### src/rtl/mini_core_mem_arb_if.sv
// Request/response bundle between the mini_core fetch/data requesters, the
// memory arbiter and the unified single-port memory.
interface mini_core_mem_arb_if;
  logic        IReqValid;
  logic [31:0] IReqAddr;
  logic        IReqReady;
  logic        IRspValid;
  logic [31:0] IRspData;

  logic        DReqValid;
  logic        DReqWrEn;
  logic [31:0] DReqAddr;
  logic [31:0] DReqWrData;
  logic [3:0]  DReqByteEn;
  logic        DReqReady;
  logic        DRspValid;
  logic [31:0] DRspData;

  logic        MemReqValid;
  logic        MemWrEn;
  logic [31:0] MemAddr;
  logic [31:0] MemWrData;
  logic [3:0]  MemByteEn;
  logic        MemReady;
  logic [31:0] MemRspData;

  // Arbiter view
  modport slave (
    input  IReqValid, IReqAddr, DReqValid, DReqWrEn, DReqAddr, DReqWrData, DReqByteEn,
           MemReady, MemRspData,
    output IReqReady, IRspValid, IRspData, DReqReady, DRspValid, DRspData,
           MemReqValid, MemWrEn, MemAddr, MemWrData, MemByteEn
  );

  // Environment view (requesters plus memory)
  modport master (
    output IReqValid, IReqAddr, DReqValid, DReqWrEn, DReqAddr, DReqWrData, DReqByteEn,
           MemReady, MemRspData,
    input  IReqReady, IRspValid, IRspData, DReqReady, DRspValid, DRspData,
           MemReqValid, MemWrEn, MemAddr, MemWrData, MemByteEn
  );
endinterface

### src/rtl/mini_core_mem_arb.sv
// Arbitrates the fetch and data requesters onto one single-port memory and
// routes fixed-latency read responses back to the issuing requester.
module mini_core_mem_arb #(
  parameter int unsigned RD_LATENCY = 1,
  parameter int unsigned STARVE_MAX = 4
) (
  input logic                Clock,
  input logic                Rst,
  mini_core_mem_arb_if.slave bus
);
  localparam int unsigned STARVE_W = $clog2(STARVE_MAX + 1);

  typedef enum logic [1:0] {S_ARB, S_HOLD_D, S_HOLD_I} arbStateT;

  arbStateT              state;
  logic [STARVE_W-1:0]   starveCnt;
  logic [RD_LATENCY-1:0] tagVld;
  logic [RD_LATENCY-1:0] tagSrc;   // 1 = data requester, 0 = fetch
  logic                  grantD;
  logic                  grantI;
  logic                  reqValid;
  logic                  accept;
  logic                  iReady;
  logic                  wrEn;

  // Grant: held source wins outright; otherwise data first unless fetch is starved
  always_comb begin
    grantD = 1'b0;
    grantI = 1'b0;
    unique case (state)
      S_HOLD_D: grantD = 1'b1;
      S_HOLD_I: grantI = 1'b1;
      default: begin
        if (bus.DReqValid && ((starveCnt < STARVE_W'(STARVE_MAX)) || !bus.IReqValid))
          grantD = 1'b1;
        else if (bus.IReqValid)
          grantI = 1'b1;
      end
    endcase
  end

  assign reqValid = (grantD & bus.DReqValid) | (grantI & bus.IReqValid);
  assign accept   = reqValid & bus.MemReady;
  assign iReady   = grantI & bus.MemReady;
  assign wrEn     = grantD & bus.DReqWrEn;

  always_ff @(posedge Clock or posedge Rst) begin
    if (Rst) begin
      state     <= S_ARB;
      starveCnt <= '0;
      tagVld    <= '0;
      tagSrc    <= '0;
    end else begin
      unique case (state)
        S_ARB: begin
          if (reqValid && !bus.MemReady)
            state <= grantD ? S_HOLD_D : S_HOLD_I;
        end
        default: begin
          if (accept || !reqValid)
            state <= S_ARB;
        end
      endcase

      if (iReady)
        starveCnt <= '0;
      else if (bus.IReqValid && (starveCnt < STARVE_W'(STARVE_MAX)))
        starveCnt <= starveCnt + STARVE_W'(1);

      // Response tags shift every cycle; memory responses are never stalled
      for (int i = RD_LATENCY - 1; i > 0; i--) begin
        tagVld[i] <= tagVld[i-1];
        tagSrc[i] <= tagSrc[i-1];
      end
      tagVld[0] <= accept & ~wrEn;
      tagSrc[0] <= grantD;
    end
  end

  // Every output is held at zero while reset is asserted
  assign bus.IReqReady   = ~Rst & iReady;
  assign bus.DReqReady   = ~Rst & grantD & bus.MemReady;
  assign bus.MemReqValid = ~Rst & reqValid;
  assign bus.MemWrEn     = ~Rst & wrEn;
  assign bus.MemAddr     = Rst ? 32'h0 : (grantD ? bus.DReqAddr : bus.IReqAddr);
  assign bus.MemWrData   = (Rst || !grantD) ? 32'h0 : bus.DReqWrData;
  assign bus.MemByteEn   = Rst ? 4'h0 : (grantD ? bus.DReqByteEn : 4'hF);

  assign bus.IRspValid = ~Rst & tagVld[RD_LATENCY-1] & ~tagSrc[RD_LATENCY-1];
  assign bus.DRspValid = ~Rst & tagVld[RD_LATENCY-1] &  tagSrc[RD_LATENCY-1];
  assign bus.IRspData  = Rst ? 32'h0 : bus.MemRspData;
  assign bus.DRspData  = Rst ? 32'h0 : bus.MemRspData;
endmodule

### src/flat_wrapper.sv
// flat-port wrapper written by rule: the top's interface ports become plain ports
module mini_core_mem_arb_flat 
#(
  parameter int unsigned RD_LATENCY = 1,
  parameter int unsigned STARVE_MAX = 4
)
  (Clock, Rst, bus_IReqValid, bus_IReqAddr, bus_DReqValid, bus_DReqWrEn, bus_DReqAddr, bus_DReqWrData, bus_DReqByteEn, bus_MemReady, bus_MemRspData, bus_IReqReady, bus_IRspValid, bus_IRspData, bus_DReqReady, bus_DRspValid, bus_DRspData, bus_MemReqValid, bus_MemWrEn, bus_MemAddr, bus_MemWrData, bus_MemByteEn);
  mini_core_mem_arb_if bus_i ();
  input logic Clock;
  input logic Rst;
  input wire logic [$bits(bus_i.IReqValid)-1:0] bus_IReqValid;
  input wire logic [$bits(bus_i.IReqAddr)-1:0] bus_IReqAddr;
  input wire logic [$bits(bus_i.DReqValid)-1:0] bus_DReqValid;
  input wire logic [$bits(bus_i.DReqWrEn)-1:0] bus_DReqWrEn;
  input wire logic [$bits(bus_i.DReqAddr)-1:0] bus_DReqAddr;
  input wire logic [$bits(bus_i.DReqWrData)-1:0] bus_DReqWrData;
  input wire logic [$bits(bus_i.DReqByteEn)-1:0] bus_DReqByteEn;
  input wire logic [$bits(bus_i.MemReady)-1:0] bus_MemReady;
  input wire logic [$bits(bus_i.MemRspData)-1:0] bus_MemRspData;
  output wire logic [$bits(bus_i.IReqReady)-1:0] bus_IReqReady;
  output wire logic [$bits(bus_i.IRspValid)-1:0] bus_IRspValid;
  output wire logic [$bits(bus_i.IRspData)-1:0] bus_IRspData;
  output wire logic [$bits(bus_i.DReqReady)-1:0] bus_DReqReady;
  output wire logic [$bits(bus_i.DRspValid)-1:0] bus_DRspValid;
  output wire logic [$bits(bus_i.DRspData)-1:0] bus_DRspData;
  output wire logic [$bits(bus_i.MemReqValid)-1:0] bus_MemReqValid;
  output wire logic [$bits(bus_i.MemWrEn)-1:0] bus_MemWrEn;
  output wire logic [$bits(bus_i.MemAddr)-1:0] bus_MemAddr;
  output wire logic [$bits(bus_i.MemWrData)-1:0] bus_MemWrData;
  output wire logic [$bits(bus_i.MemByteEn)-1:0] bus_MemByteEn;
  assign bus_i.IReqValid = bus_IReqValid;
  assign bus_i.IReqAddr = bus_IReqAddr;
  assign bus_i.DReqValid = bus_DReqValid;
  assign bus_i.DReqWrEn = bus_DReqWrEn;
  assign bus_i.DReqAddr = bus_DReqAddr;
  assign bus_i.DReqWrData = bus_DReqWrData;
  assign bus_i.DReqByteEn = bus_DReqByteEn;
  assign bus_i.MemReady = bus_MemReady;
  assign bus_i.MemRspData = bus_MemRspData;
  assign bus_IReqReady = bus_i.IReqReady;
  assign bus_IRspValid = bus_i.IRspValid;
  assign bus_IRspData = bus_i.IRspData;
  assign bus_DReqReady = bus_i.DReqReady;
  assign bus_DRspValid = bus_i.DRspValid;
  assign bus_DRspData = bus_i.DRspData;
  assign bus_MemReqValid = bus_i.MemReqValid;
  assign bus_MemWrEn = bus_i.MemWrEn;
  assign bus_MemAddr = bus_i.MemAddr;
  assign bus_MemWrData = bus_i.MemWrData;
  assign bus_MemByteEn = bus_i.MemByteEn;
  mini_core_mem_arb #(.RD_LATENCY(RD_LATENCY), .STARVE_MAX(STARVE_MAX)) u_core (.Clock(Clock), .Rst(Rst), .bus(bus_i));
endmodule
### config.mk
export PLATFORM = sky130hd
export DESIGN_NAME = mini_core_mem_arb_flat
export DESIGN_NICKNAME = d
export VERILOG_FILES = /design/src/rtl/mini_core_mem_arb_if.sv /design/src/rtl/mini_core_mem_arb.sv /design/src/flat_wrapper.sv
export SDC_FILE = /design/constraint.sdc
export NUM_CORES = 1
export LEC_CHECK = 0
export BUFFER_PORTS_ARGS = -buffer_cell sky130_fd_sc_hd__buf_4
export CELL_PAD_IN_SITES_DETAIL_PLACEMENT = 0
export CELL_PAD_IN_SITES_GLOBAL_PLACEMENT = 1
export CORE_AREA = 2 2 108 110
export CTS_CLUSTER_SIZE = 12
export DETAILED_ROUTE_END_ITERATION = 16
export DIE_AREA = 0 0 110 112
export GPL_ROUTABILITY_DRIVEN = 0
export GPL_TIMING_DRIVEN = 0
export PLACE_DENSITY_LB_ADDON = 0.05
export SLEW_MARGIN = 10
export SYNTH_ARGS = -nofsm -noshare
export SYNTH_HDL_FRONTEND = slang
export SYNTH_SLANG_ARGS = --single-unit
### constraint.sdc
create_clock -name Clock -period 2.7 [get_ports Clock]
set_input_delay 0 -clock Clock [delete_from_list [all_inputs] [get_ports Clock]]
set_output_delay 0 -clock Clock [all_outputs]
set_load 0.02 [all_outputs]
* Yosys cells after proc, flatten, opt, wreduce, memory -nomap -nowiden
Index checks and enable logic that the tools add are counted.
** Word-level totals
- Bits in registers :: 7
- Input bits :: 138
** Cells by class
- Add/subtract/negate cells :: 1
- Order comparisons :: 1
- Equal/unequal tests :: 3
- Muxes and demuxes :: 17
- Bitwise operators :: 18
- Reduce and logical (&&, ||, !) cells :: 14
** Operator list (number)
- $mux W32 :: 4
- $and A1 B1 Y1 :: 14
- $mux W2 :: 4
- $mux W4 :: 2
- $mux W3 :: 2
- $logic_not A1 Y1 :: 4
- $pmux W1 S2 :: 2
- $reduce_bool A2 Y1 :: 2
- $add A3 B1 Y3 const B :: 1
- $logic_and A1 B1 Y1 :: 3
- $logic_or A1 B1 Y1 :: 3
- $lt A3 B3 Y1 const B :: 1
- $mux W1 :: 3
- $not A1 Y1 :: 3
- $eq A2 B1 Y1 const B :: 1
- $eq A2 B2 Y1 const B :: 1
- $logic_not A2 Y1 :: 1
- $ne A2 B1 Y1 const B :: 1
- $reduce_and A2 Y1 :: 1
- $or A1 B1 Y1 :: 1

* Longest topological paths before layout
Gate-level depths: netlist (run 1).
- Depth in word-level cells :: 11
- Depth in mapped cells :: 9
- Gate-level depth less buffers :: 7

* Worst setup path before layout (run 1)
Ideal clock, no wire load.
- Path kind :: register -> output
- From :: register u_core.state[0]
- To :: output bus_MemAddr[12]
- Data arrival time :: 1.747 ns
- Required time :: 2.700 ns
- Setup slack :: 0.953 ns
- Cell stages (with the launch flop) :: 10
- Path through :: dfrtp_1 -> inv_1 -> ha_1 -> nor2b_1 -> a22oi_2 -> inv_2 -> buf_6 -> buf_4 -> nand2_1 -> a21oi_1
** Between the ends
- Longest elaborated chain between the ends :: 4
- Elaborated cells on any way between the ends :: 5
- Classes of those cells :: eq/ne (2); mux (3)
** Ends and longest elaborated chain
- start: declaration :: RTL line mini_core_mem_arb.sv:15 : arbStateT state;
- start signal: assignment :: RTL line mini_core_mem_arb.sv:57 : state <= grantD ? S_HOLD_D : S_HOLD_I;
- $eq A2 B2 Y1 or $eq A2 B1 Y1 (tied branches) :: RTL line mini_core_mem_arb.sv:30 : unique case (state)
- $pmux W1 S2 (*) :: RTL line mini_core_mem_arb.sv:30
- $mux W32 (*) (2 in a row) :: RTL line mini_core_mem_arb.sv:85 : assign bus.MemAddr = Rst ? 32'h0 : (grantD ? bus.DReqAddr : bus.IReqAddr);
- end: declaration :: RTL line flat_wrapper.sv:28 : output wire logic [$bits(bus_i.MemAddr)-1:0] bus_MemAddr;
Mark *: on every way between the ends. The rest lies on a longest branch, timed or not.

* Worst setup path in the final report (run 1)
- From :: register u_core.state[0]
- To :: output bus_MemAddr[17]
Same word-level chain as after synthesis.

==> reports/results.txt, run 1 <==
The biggest area contributor in the post-synthesis netlist is sky130_fd_sc_hd__buf_4. The run finished with clean final reports. The pin slew with the least headroom to its limit works out to 706 ps.

The number of nets in the synthesized netlist is 410. The run gives 2 as the number of buffers between clock root and the deepest sink. Final period utilization: 0.804.

Entering global routing, the biggest net connects 17 pins. Synthesis produced 268 cells. The placed instance count is 685. The tools report the floorplan die area as 0.0123 mm2. For this run, the top clock speed supported by timing is 0.460 GHz. Across the run, the number of max-cap violations was 0. The net count reported at finish came out at 690. TritonCTS built the clock tree.

The count of routing violations after the opening detailed-route iteration came out at 63. In this run the tool buffered the top-level ports with 274 buffer cells. The peak ir drop on the vdd network was 0.477 mV; the number of inserted diodes was 0. In this run the worst path has a maximum fanout of 10. The filler-free cell count of the finished design is 690, and the required time of the worst setup path is 2700 ps. The run gives 26 as the number of distinct library cells after synthesis.

The library cells used most frequently in the layout, excluding fill and tap cells, are 308 x sky130_fd_sc_hd__buf_4, 68 x sky130_fd_sc_hd__nand2_1, 35 x sky130_fd_sc_hd__a21oi_1, 34 x sky130_fd_sc_hd__nor2b_1, 34 x sky130_fd_sc_hd__and3_1. In this run the cell area measured after placement is 0.00388 mm2. The layout-stage area growth over the synthesis result is 141%, and the sequential area share after synthesis is 0.106. The number of max-slew violations in the final report is 0. The final route contains 2713 vias. Summing all non-filler instances in the final layout gives an area of 0.00397 mm2. The via count of the first global-routing pass was 2503; the headroom to the max-slew limit was 0.530.

The run gives 0.147 as the initial core utilization. Most used flip-flop cell after synthesis: sky130_fd_sc_hd__dfrtp_1. Data arrives at the worst endpoint at 2170 ps. The total of warnings raised by yosys is 0, and the post-layout minimum cycle time is 2170 ps.

At the later pin of the worst-skew pair, clock insertion delay measures 230 ps. The tools report the type of destination of the critical path as a primary output. The first global-routing pass estimated 13400 um of wire. The first TritonRoute pass finished after 4 iterations.

Adding up every negative setup slack in the final design gives 0 ps. For this design the top-level I/O count stands at 276. The clock skew after layout was 0.585 ps; the final number of setup-violating endpoints was 0.

The CTS sink count is 7. Summed over all cells, the static leakage comes to 2.32 nW. TritonCTS created 3 clock buffers. The core box area was 0.0112 mm2. The run gives 0.140 as the overall fraction of global-route tracks in use. By area the synthesized netlist is led by sky130_fd_sc_hd__buf_4 15%, sky130_fd_sc_hd__nand2_1 15%, sky130_fd_sc_hd__and3_1 13%. The clock slew at the register clock pins of the worst setup and hold paths works out to 40 ps. The total count of hold-check failures in the final report was 0. After detailed routing, the number of remaining DRC violations is 0. Buffer cell driving the clock tree root: sky130_fd_sc_hd__clkbuf_16. The tools report the post-synthesis cell area as 0.00165 mm2.

The post-synthesis area per instance is 6.15 um2. The number of cells on the worst reg-to-reg path is 6. The initial antenna violation count was 0. The number of H-tree levels is 1, and the top cell type's share of synthesized area is 0.155.

Leaving out fill and tap cells, the most frequent cell in the layout is sky130_fd_sc_hd__buf_4. The share of layout cells above drive strength 1 was 0.589. The run gives 2.15 mW as the post-layout total power.

In this run, synthesis inferred 0 flip-flops with an integrated enable. Post-synthesis sequential element count: 7. Along the worst hold path, the cell count comes to 3. The power density relative to cell area works out to 542 mW/mm2. The tools report the total half-perimeter wirelength after legalization and detailed placement as 8240 um.

The count of instances resized after the clock tree is built was 0; the total detailed-routing wirelength was 9600 um. In the final routed layout, each cell accounts on average for 13.9 um. The fraction of registers with async set/reset was 1.00; the horizontal die dimension was 110 um. The tightest min-delay check is of the in2reg type. The class of the most critical setup path was reg2out.

The die boundary height is 112 um. Setup repair after global routing left no endpoint under its margin. The logs give 0.356 for the final core area utilization and 0 for the antenna violation net count after detailed routing.

The mean number of vias per cell came out at 3.93. The number of buffers inserted to repair setup after CTS came out at 0. The total global routing overflow is 0, and the number of placement rows is 39.

STA classifies the critical path startpoint as a flop.
area by class of cell:
type / instances / area (um2)
plain buffers: 54 / 364
clock buffers: 4 / 78.8
fillers: 1204 / 7200
inverters: 5 / 18.8
multi-input cells: 202 / 1090
flip-flops and latches: 7 / 175
well taps: 143 / 179
repair buffers: 275 / 2070
per-stage QoR:
step / hold WS (ps) / worst slack, ps
after floorplan: 81.0 / 953
after global placement: 193 / 756
after detailed placement: 198 / 732
after CTS: 57.3 / 481
after global routing: 97.7 / 296
final: 65.0 / 528
flip-flops by register name, summed over array words and instances, names as in the netlist:
| register | count |
|---|---|
| u_core.starveCnt | 3 |
| u_core.state | 2 |
| u_core.tagSrc | 1 |
| u_core.tagVld | 1 |
kinds of logic (layout without fill, tap and decap cells):
logic type	Yosys count	count (layout)	synth area share
fa+ha+maj	4	4	0.0304
buf+inv	59	338	0.232
mux	5	5	0.0304
simple gates	152	152	0.458
xor+xnor	1	1	0.00532
compound gates	40	40	0.137
flops	7	7	0.106
worst paths after layout:
| path | start | end | slack [ps] |
|---|---|---|---|
| worst min register to register | u_core.starveCnt[1] | u_core.starveCnt[1] | 530 |
| worst min-delay path | bus_IReqValid | u_core.starveCnt[2] | 70 |
| min in group asynchronous | Rst | u_core.tagVld | 340 |
| worst max register to register | u_core.state[0] | u_core.state[0] | 930 |
| worst max-delay path | u_core.state[0] | bus_MemAddr[17] | 530 |
| max in group asynchronous | Rst | u_core.starveCnt[0] | 1910 |
power breakdown:
part | leakage (nW) | switching (mW) | internal, mW
combinational | 2.19 | 0.949 | 0.774
sequential | 0.0889 | 0.0290 | 0.151
clock | 0.0382 | 0.0550 | 0.196
total | 2.32 | 1.03 | 1.12
synth_stat cells (all sizes together) (2+ instances only):
cell type	instances
nand2	68
buf	40
a21oi	36
and3	34
nor2b	34
clkbuf	14
nor2	11
dfrtp	7
inv	5
mux2i	5
ha	4
a22oi	2
repair_timing:
| item | 4_1_cts | 5_1_grt |
|---|---|---|
| setup endpoints to repair | 0 | 0 |
| hold endpoints to repair | 1 | 0 |
| hold buffers | 1 | 0 |
metal layers:
| metal | share of wire | up-vias | global-route usage |
|---|---|---|---|
| li1 | - | 1393 | - |
| met1 | 0.33 | 1180 | 0.143 |
| met2 | 0.56 | 134 | 0.286 |
| met3 | 0.095 | 6 | 0.0263 |
| met4 | 0.0073 | 0 | 0.0186 |
| met5 | 0 | - | 0 |
worst max-delay path, stage by stage (launching register included):
cell                      delay [ps]
sky130_fd_sc_hd__dfrtp_1         380
sky130_fd_sc_hd__inv_1            70
sky130_fd_sc_hd__ha_1            350
sky130_fd_sc_hd__nor2b_1         160
sky130_fd_sc_hd__a22oi_2          90
sky130_fd_sc_hd__inv_2           110
sky130_fd_sc_hd__buf_6           150
sky130_fd_sc_hd__buf_4           190
sky130_fd_sc_hd__nand2_1          70
sky130_fd_sc_hd__a21oi_1         180
sky130_fd_sc_hd__buf_4           170
Power figures use the tool's default switching activity.
==> inputs of run 2 (changes only) <==
--- a/config.mk
+++ b/config.mk
@@ -8,10 +8,10 @@
 export BUFFER_PORTS_ARGS = -buffer_cell sky130_fd_sc_hd__buf_4
 export CELL_PAD_IN_SITES_DETAIL_PLACEMENT = 0
 export CELL_PAD_IN_SITES_GLOBAL_PLACEMENT = 1
-export CORE_AREA = 2 2 108 110
+export CORE_MARGIN = 2
+export CORE_UTILIZATION = 15
 export CTS_CLUSTER_SIZE = 12
 export DETAILED_ROUTE_END_ITERATION = 16
-export DIE_AREA = 0 0 110 112
 export GPL_ROUTABILITY_DRIVEN = 0
 export GPL_TIMING_DRIVEN = 0
 export PLACE_DENSITY_LB_ADDON = 0.05
==> constraint.sdc (replaced) <==
create_clock -name Clock -period 2.1 [get_ports Clock]
set_input_delay 0 -clock Clock [delete_from_list [all_inputs] [get_ports Clock]]
set_output_delay 0 -clock Clock [all_outputs]
set_load 0.02 [all_outputs]
==> reports/results.txt, run 2 (synthesis gave the netlist of run 1 again) <==
The maximum number of pins on one net before global-route repair is 17 (unchanged). Global-route wire length before repair: 13100 um (was 13400 um). Via count of the first global-routing pass: 2558 (was 2503). The stage delay of the slowest cell on the critical path was 390 ps (was 380 ps).

The run finished with clean final reports. The total count of hold-check failures in the final report was 0 (unchanged). The logs give 0 (unchanged) for the number of max-slew violations in the final report and 60 (was 63) for the count of routing violations after the opening detailed-route iteration. The CTS sink count is 7 (unchanged), and the area of the multi-input gates is 0.00111 mm2 (was 0.00109 mm2).

The pin slew with the least headroom to its limit is 664 ps (was 706 ps), and the number of placement rows is 38 (was 39). The overall fraction of global-route tracks in use is 0.140 (about the same). The number of buffers inserted by port buffering came out at 274 (unchanged). The run gives 3 (unchanged) as the CTS buffer count. TritonCTS built the clock tree. The number of flip-flops under the largest register name is 3 (unchanged), and the count of cells along the worst register-to-register path is 8 (was 6). Launch instance of the worst min-delay path: bus_IReqValid (unchanged). The tools report the initial core utilization as 0.153 (was 0.147). For the number of iterations in the first detailed-routing pass, the log shows 4 (unchanged). The net count reported at finish is 694 (was 690). Number of maximum-capacitance constraint violations: 0 (unchanged). The run gives 0 (unchanged) as the initial antenna violation count. The endpoint of the lowest-slack register-to-register path was u_core.tagVld (was u_core.state[0]).

Startpoint of the most critical setup path: u_core.state[1] (was u_core.state[0]). The fmax is 0.509 GHz, and the slack of the worst reg-to-reg path is 360 ps (was 930 ps). Setup repair after global routing could not meet its margin everywhere.

After layout, the minimum clock period comes to 1970 ps. Share of layout cells above drive strength 1: 0.603 (was 0.589). Cell chain of the critical path: inv_2 -> ha_4 -> nor2b_1 -> a22oi_2 -> inv_2 -> buf_8 -> buf_6 -> nand2_1 -> a21oi_2 -> buf_4 (was inv_1 -> ha_1 -> nor2b_1 -> a22oi_2 -> inv_2 -> buf_6 -> buf_4 -> nand2_1 -> a21oi_1 -> buf_4).

The run gives 2100 ps (was 2700 ps) as the required time of the worst setup path. The tools report the critical path launch point type as a flop (unchanged). The run gives 0.00400 mm2 (was 0.00397 mm2) as the final instance area. The clock skew after layout is 0.299 ps (was 0.585 ps), and the total global routing overflow is 0 (unchanged).

The startpoint of the lowest-slack register-to-register path is u_core.state[1] (was u_core.state[0]). The class of the most critical setup path is reg2out (unchanged). The tools report the total placed instance area as 0.00388 mm2 (about the same). Number of vias after detailed routing: 2737 (was 2713). Register bank with the most flops: u_core.starveCnt (unchanged). The total half-perimeter wirelength after legalization and detailed placement was 8130 um (was 8240 um); the die boundary height was 109 um (was 112 um). The arrival time of data at the critical path endpoint is 1970 ps (was 2170 ps).

The leakage dissipation is 2.33 nW (was 2.32 nW), and the core box area is 0.0108 mm2 (was 0.0112 mm2). The most common cell after layout, fill and taps aside was sky130_fd_sc_hd__buf_4 (unchanged). The critical path endpoint is bus_MemAddr[12] (was bus_MemAddr[17]). The power density relative to cell area is 685 mW/mm2 (was 542 mW/mm2). The I/O pin count was 276 (unchanged); the maximum fanout along the worst path was 10 (unchanged).

Horizontal die dimension: 109 um (was 110 um). The number of H-tree levels is 1 (unchanged), and the mean number of vias per cell is 3.96 (was 3.93). Number of inserted diodes: 0 (unchanged). The clock slew at the register clock pins of the worst setup and hold paths is 40 ps (about the same). Largest registers: u_core.starveCnt x3, u_core.state x2 (unchanged).

The tools report the type of destination of the critical path as a primary output (unchanged). The most common cell type on the critical path was sky130_fd_sc_hd__inv_2 (was sky130_fd_sc_hd__buf_4). The number of buffers between clock root and the deepest sink came out at 2 (unchanged). The latest clock arrival within the worst-skew pair is 220 ps (was 230 ps). Highest-count cells in the layout ignoring fill and taps: 310 x sky130_fd_sc_hd__buf_4, 68 x sky130_fd_sc_hd__nand2_1, 34 x sky130_fd_sc_hd__nor2b_1, 34 x sky130_fd_sc_hd__and3_1, 32 x sky130_fd_sc_hd__a21oi_1 (was 308 x sky130_fd_sc_hd__buf_4, 68 x sky130_fd_sc_hd__nand2_1, 35 x sky130_fd_sc_hd__a21oi_1, 34 x sky130_fd_sc_hd__nor2b_1, 34 x sky130_fd_sc_hd__and3_1). For the post-layout total power, the log shows 2.74 mW (was 2.15 mW). The cell with the biggest individual delay on the critical path is sky130_fd_sc_hd__dfrtp_1 (unchanged). The antenna violation net count after detailed routing came out at 0 (unchanged). The logs give 0.558 (was 0.530) for the headroom to the max-slew limit and 0 (unchanged) for the final number of setup-violating endpoints. The fill cell instance count of the final layout was 1195 (was 1204); the peak ir drop on the vdd network was 0.492 mV (was 0.477 mV). The final period utilization was 0.936. The total detailed-routing wirelength was 9420 um (was 9600 um); the register cell area after layout was 175 um2 (unchanged). The tools report the count of unresolved DRC violations after routing as 0 (unchanged). The layout-stage area growth over the synthesis result was 143% (was 141%).

The floorplan die area is 0.0118 mm2 (was 0.0123 mm2), and the post-detailed-route wirelength per cell is 13.6 um (was 13.9 um). The buffer cell driving the clock tree root is sky130_fd_sc_hd__clkbuf_8 (was sky130_fd_sc_hd__clkbuf_16). The worst hold path class was in2reg (unchanged).
[run 2: what timing repair did]
item,4_1_cts,5_1_grt
setup endpoints to repair,22,42
buffers inserted,0,4
endpoints found under the hold margin,1,0
resized for setup,2,8
hold buffers,1,0
[run 2: worst min-delay path by stage]
stage / to / slack [ps] / cells after the start
3_3_place_gp: u_core.tagVld / 190 / 2
4_1_cts: u_core.starveCnt[2] / 60 / 3
3_5_place_dp: u_core.tagVld / 190 / 2
2_1_floorplan: u_core.tagVld / 80 / 1
5_1_grt: u_core.tagVld / 100 / 3
6_report: u_core.starveCnt[2] / 70 / 3
[run 2: routing by layer]
layer,up-vias,GRT usage,part of all wire
met5,-,0,0
met4,0,0.00549,0
met3,0,0.0365,0.093
met2,138,0.281,0.55
met1,1198,0.153,0.36
li1,1401,-,-
[run 2: power breakdown]
part / internal [mW] / total [mW] / switching (mW) / leakage [nW]
registers: 0.194 / 0.235 / 0.0414 / 0.0889
logic: 1.08 / 2.32 / 1.24 / 2.21
clock network: 0.131 / 0.186 / 0.0546 / 0.0228
total: 1.40 / 2.74 / 1.34 / 2.33
[run 2: layout make-up]
class / instances / share of cell area
plain buffers: 54 / 0.0944
inverters: 5 / 0.00469
flip-flops and latches: 7 / 0.0438
clock buffers: 4 / 0.0113
well taps: 140 / 0.0438
multi-input cells: 202 / 0.278
repair buffers: 279 / 0.524
[run 2: worst max-delay path, delay by kind of cell (launching register included)]
kind                     cells  cell delay (ps)
flip-flops                   1              390
AND/OR/NAND/NOR              2              140
adder cells (fa/ha/maj)      1              290
AO/OA/AOI/OAI                2              270
buffers and inverters        5              650
[run 2: stage by stage]
stage	hold slack (ps)	std cells	TNS [ps]	utilization	setup slack (ps)
2_1_floorplan	81.0	268	0	-	353
3_3_place_gp	189	682	0	0.359	202
3_5_place_dp	195	682	0	0.359	127
4_1_cts	63.0	687	0	0.366	3.94
5_1_grt	99.9	691	-25.1	0.371	-9.24
6_report	67.6	691	0	0.371	134
==> inputs of run 3 (changes only) <==
--- a/config.mk
+++ b/config.mk
@@ -8,10 +8,10 @@
 export BUFFER_PORTS_ARGS = -buffer_cell sky130_fd_sc_hd__buf_4
 export CELL_PAD_IN_SITES_DETAIL_PLACEMENT = 0
 export CELL_PAD_IN_SITES_GLOBAL_PLACEMENT = 1
-export CORE_MARGIN = 2
-export CORE_UTILIZATION = 15
+export CORE_AREA = 2 2 108 110
 export CTS_CLUSTER_SIZE = 12
 export DETAILED_ROUTE_END_ITERATION = 16
+export DIE_AREA = 0 0 110 112
 export GPL_ROUTABILITY_DRIVEN = 0
 export GPL_TIMING_DRIVEN = 0
 export PLACE_DENSITY_LB_ADDON = 0.05
==> constraint.sdc (replaced) <==
create_clock -name Clock -period 2.4 [get_ports Clock]
set_input_delay 0 -clock Clock [delete_from_list [all_inputs] [get_ports Clock]]
set_output_delay 0 -clock Clock [all_outputs]
set_load 0.02 [all_outputs]
==> reports/results.txt, run 3 (synthesis gave the netlist of run 1 again) <==
Class of the most critical setup path: reg2out (unchanged). Slack of the worst reg-to-reg path: 630 ps (was 360 ps). The tools report the number of placement rows as 39 (was 38). The initial antenna violation count is 0 (unchanged), and the clock slew at the register clock pins of the worst setup and hold paths is 40 ps (about the same).

Maximum fanout along the worst path: 19 (was 10). The tools report the net count reported at finish as 689 (was 694). The total half-perimeter wirelength after legalization and detailed placement was 8240 um (was 8130 um). Register bank with the most flops: u_core.starveCnt (unchanged). The count of buffering cells on the critical path with inverters included was 5 (unchanged); the headroom to the max-slew limit was 0.529 (was 0.558). Largest registers: u_core.starveCnt x3, u_core.state x2 (unchanged). For the number of buffers between clock root and the deepest sink, the log shows 2 (unchanged).

The horizontal die dimension is 110 um (was 109 um), and the core box area is 0.0112 mm2 (was 0.0108 mm2). For the count of routing violations after the opening detailed-route iteration, the log shows 76 (was 60). The tools report the placement-stage worst setup slack as 432 ps (was 127 ps). The final core area utilization was 0.355 (was 0.371); the overall fraction of global-route tracks in use was 0.140 (about the same). The minimum hold slack was 64.8 ps (was 67.6 ps).

The stage delay of the slowest cell on the critical path came out at 380 ps (was 390 ps). The run gives 0.0123 mm2 (was 0.0118 mm2) as the floorplan die area. For the total count of hold-check failures in the final report, the log shows 0 (unchanged). Highest-count cells in the layout ignoring fill and taps: 307 x sky130_fd_sc_hd__buf_4, 68 x sky130_fd_sc_hd__nand2_1, 35 x sky130_fd_sc_hd__a21oi_1, 34 x sky130_fd_sc_hd__nor2b_1, 34 x sky130_fd_sc_hd__and3_1 (was 310 x sky130_fd_sc_hd__buf_4, 68 x sky130_fd_sc_hd__nand2_1, 34 x sky130_fd_sc_hd__nor2b_1, 34 x sky130_fd_sc_hd__and3_1, 32 x sky130_fd_sc_hd__a21oi_1). The flow ran to the end, and the final reports show no timing, DRC or antenna violations. The run gives 13400 um (was 13100 um) as the global-route wire length before repair. Number of H-tree levels: 1 (unchanged). The total detailed-routing wirelength was 9580 um (was 9420 um); the CTS buffer count was 3 (unchanged).

The tools report the final instance area as 0.00397 mm2 (was 0.00400 mm2). Worst hold path class: in2reg (unchanged). The run gives 243 ps (was 134 ps) as the least setup slack across all paths after layout. The most common cell after layout, fill and taps aside is sky130_fd_sc_hd__buf_4 (unchanged). Cell with the biggest individual delay on the critical path: sky130_fd_sc_hd__dfrtp_1 (unchanged). The run gives 0 (was 2) as the count of instances resized after the clock tree is built.

The post-layout minimum cycle time came out at 2160 ps. The count of unresolved DRC violations after routing is 0 (unchanged), and the post-detailed-route wirelength per cell is 13.9 um (was 13.6 um). The total global routing overflow is 0 (unchanged), and the arrival time of data at the critical path endpoint is 2160 ps (was 1970 ps).

The tools report the critical path endpoint as bus_MemAddr[7] (was bus_MemAddr[12]). The run gives 0.147 (was 0.153) as the initial core utilization. The final period utilization is 0.899, and the die boundary height is 112 um (was 109 um).

The number of buffers inserted to repair setup after CTS is 0 (unchanged), and the number of inserted diodes is 0 (unchanged). The cell count along the critical path is 10 (unchanged). The tools report the global-route met1 utilization as 0.143 (was 0.153). The type of destination of the critical path was a primary output (unchanged). Met2 demand-to-capacity share in global routing: 0.286 (was 0.281). The logs give 0 (unchanged) for the number of maximum-capacitance constraint violations and 0 (unchanged) for the antenna violation net count after detailed routing. The run gives 17 (unchanged) as the maximum number of pins on one net before global-route repair. The critical path launch point type is a flop (unchanged). The number of buffers inserted by port buffering was 274 (unchanged); the total placed instance area was 0.00388 mm2 (about the same). The tools report the setup TNS as 0 ps (unchanged).

The most common cell type on the critical path is sky130_fd_sc_hd__buf_6 (was sky130_fd_sc_hd__inv_2). Family of cells with the greatest summed delay on the critical path: buffers and inverters (unchanged). The number of iterations in the first detailed-routing pass came out at 4 (unchanged).

The run gives 0 (unchanged) as the final number of setup-violating endpoints. The tools report the startpoint of the most critical setup path as u_core.state[0] (was u_core.state[1]). For the post-layout total power, the log shows 2.41 mW (was 2.74 mW). TritonCTS built the clock tree. The tools report the I/O pin count as 276 (unchanged).

The layout-stage area growth over the synthesis result is 141% (was 143%), and the filler-free cell count of the finished design is 689 (was 691). Based on the critical path, the design can be clocked at up to 0.464 GHz. The count of cells along the worst register-to-register path is 6 (was 8). Setup repair after global routing left no endpoint under its margin. The endpoint of the lowest-slack register-to-register path is u_core.state[1] (was u_core.tagVld). The peak ir drop on the vdd network was 0.536 mV (was 0.492 mV).

Buffer cell driving the clock tree root: sky130_fd_sc_hd__clkbuf_16 (was sky130_fd_sc_hd__clkbuf_8). The clock skew after layout is 0.580 ps (was 0.299 ps). The placed instance count is 685 (was 682). Pin slew with the least headroom to its limit: 707 ps (was 664 ps). The leakage dissipation came out at 2.31 nW (was 2.33 nW). The startpoint of the lowest-slack register-to-register path is u_core.state[0] (was u_core.state[1]). CTS sink count: 7 (unchanged). The run gives 2400 ps (was 2100 ps) as the required time of the worst setup path. The power density relative to cell area is 608 mW/mm2 (was 685 mW/mm2), and the number of vias after detailed routing is 2710 (was 2737).

The number of flip-flops under the largest register name is 3 (unchanged), and the number of max-slew violations in the final report is 0 (unchanged). The met3 global-route usage is 0.0263 (was 0.0365), and the mean number of vias per cell is 3.93 (was 3.96). The via count of the first global-routing pass was 2503 (was 2558). Cell chain of the critical path: inv_1 -> ha_1 -> nor2b_1 -> a22oi_2 -> inv_2 -> buf_6 -> buf_6 -> nand2_1 -> a21oi_1 -> buf_4 (was inv_2 -> ha_4 -> nor2b_1 -> a22oi_2 -> inv_2 -> buf_8 -> buf_6 -> nand2_1 -> a21oi_2 -> buf_4). The share of layout cells above drive strength 1 works out to 0.588 (was 0.603). The busiest layer in global routing is met2 (unchanged). The latest clock arrival within the worst-skew pair was 230 ps (was 220 ps).
## run 3: changes by cell type in the layout (fill, tap and decap cells not counted), moves of 2 or more
| cell | before | now |
|---|---|---|
| sky130_fd_sc_hd__clkbuf_8 | 3 | 0 |
| sky130_fd_sc_hd__a21oi_1 | 32 | 35 |
| sky130_fd_sc_hd__a21oi_2 | 4 | 1 |
| sky130_fd_sc_hd__inv_2 | 3 | 1 |
| sky130_fd_sc_hd__buf_4 | 310 | 307 |
| sky130_fd_sc_hd__inv_1 | 2 | 4 |
| sky130_fd_sc_hd__clkbuf_16 | 0 | 3 |
## run 3: worst min-delay path, delay by kind of cell
| kind | cells | cell delay, ps |
|---|---|---|
| simple gates | 1 | 80 |
| buf+inv | 1 | 110 |
| compound gates | 1 | 60 |
## run 3: area by class of cell
cell class | instances | area, um2
plain buffers | 53 | 357
clock buffers | 4 | 78.8
fillers | 1203 | 7210
inverters | 5 | 18.8
multi-input cells | 202 | 1090
flip-flops and latches | 7 | 175
well taps | 143 | 179
repair buffers | 275 | 2070
## run 3: worst min path at each step
stage	start	depth (start not counted)	end	slack, ps
3_3_place_gp	bus_DReqWrEn	2	u_core.tagVld	190
6_report	bus_IReqValid	3	u_core.starveCnt[2]	60
5_1_grt	bus_IReqValid	3	u_core.starveCnt[2]	100
2_1_floorplan	bus_DReqWrEn	1	u_core.tagVld	80
4_1_cts	bus_IReqValid	3	u_core.starveCnt[2]	60
3_5_place_dp	bus_DReqWrEn	2	u_core.tagVld	200
## run 3: report_power, final
group	total, mW	leakage, nW	switching, mW	internal [mW]
Combinational	1.93	2.18	1.06	0.861
Clock	0.283	0.0382	0.0620	0.221
Sequential	0.202	0.0889	0.0328	0.170
Total	2.41	2.31	1.16	1.25
## run 3: routing by layer
layer | vias up | wire length [um]
li1 | 1391 | -
met1 | 1179 | 3190
met2 | 134 | 5410
met3 | 6 | 914
met4 | 0 | 70
met5 | - | 0
## run 3: timing repair
action | 4_1_cts | 5_1_grt
hold buffers | 1 | 0
setup endpoints to repair | 0 | 1
hold endpoints to repair | 1 | 0
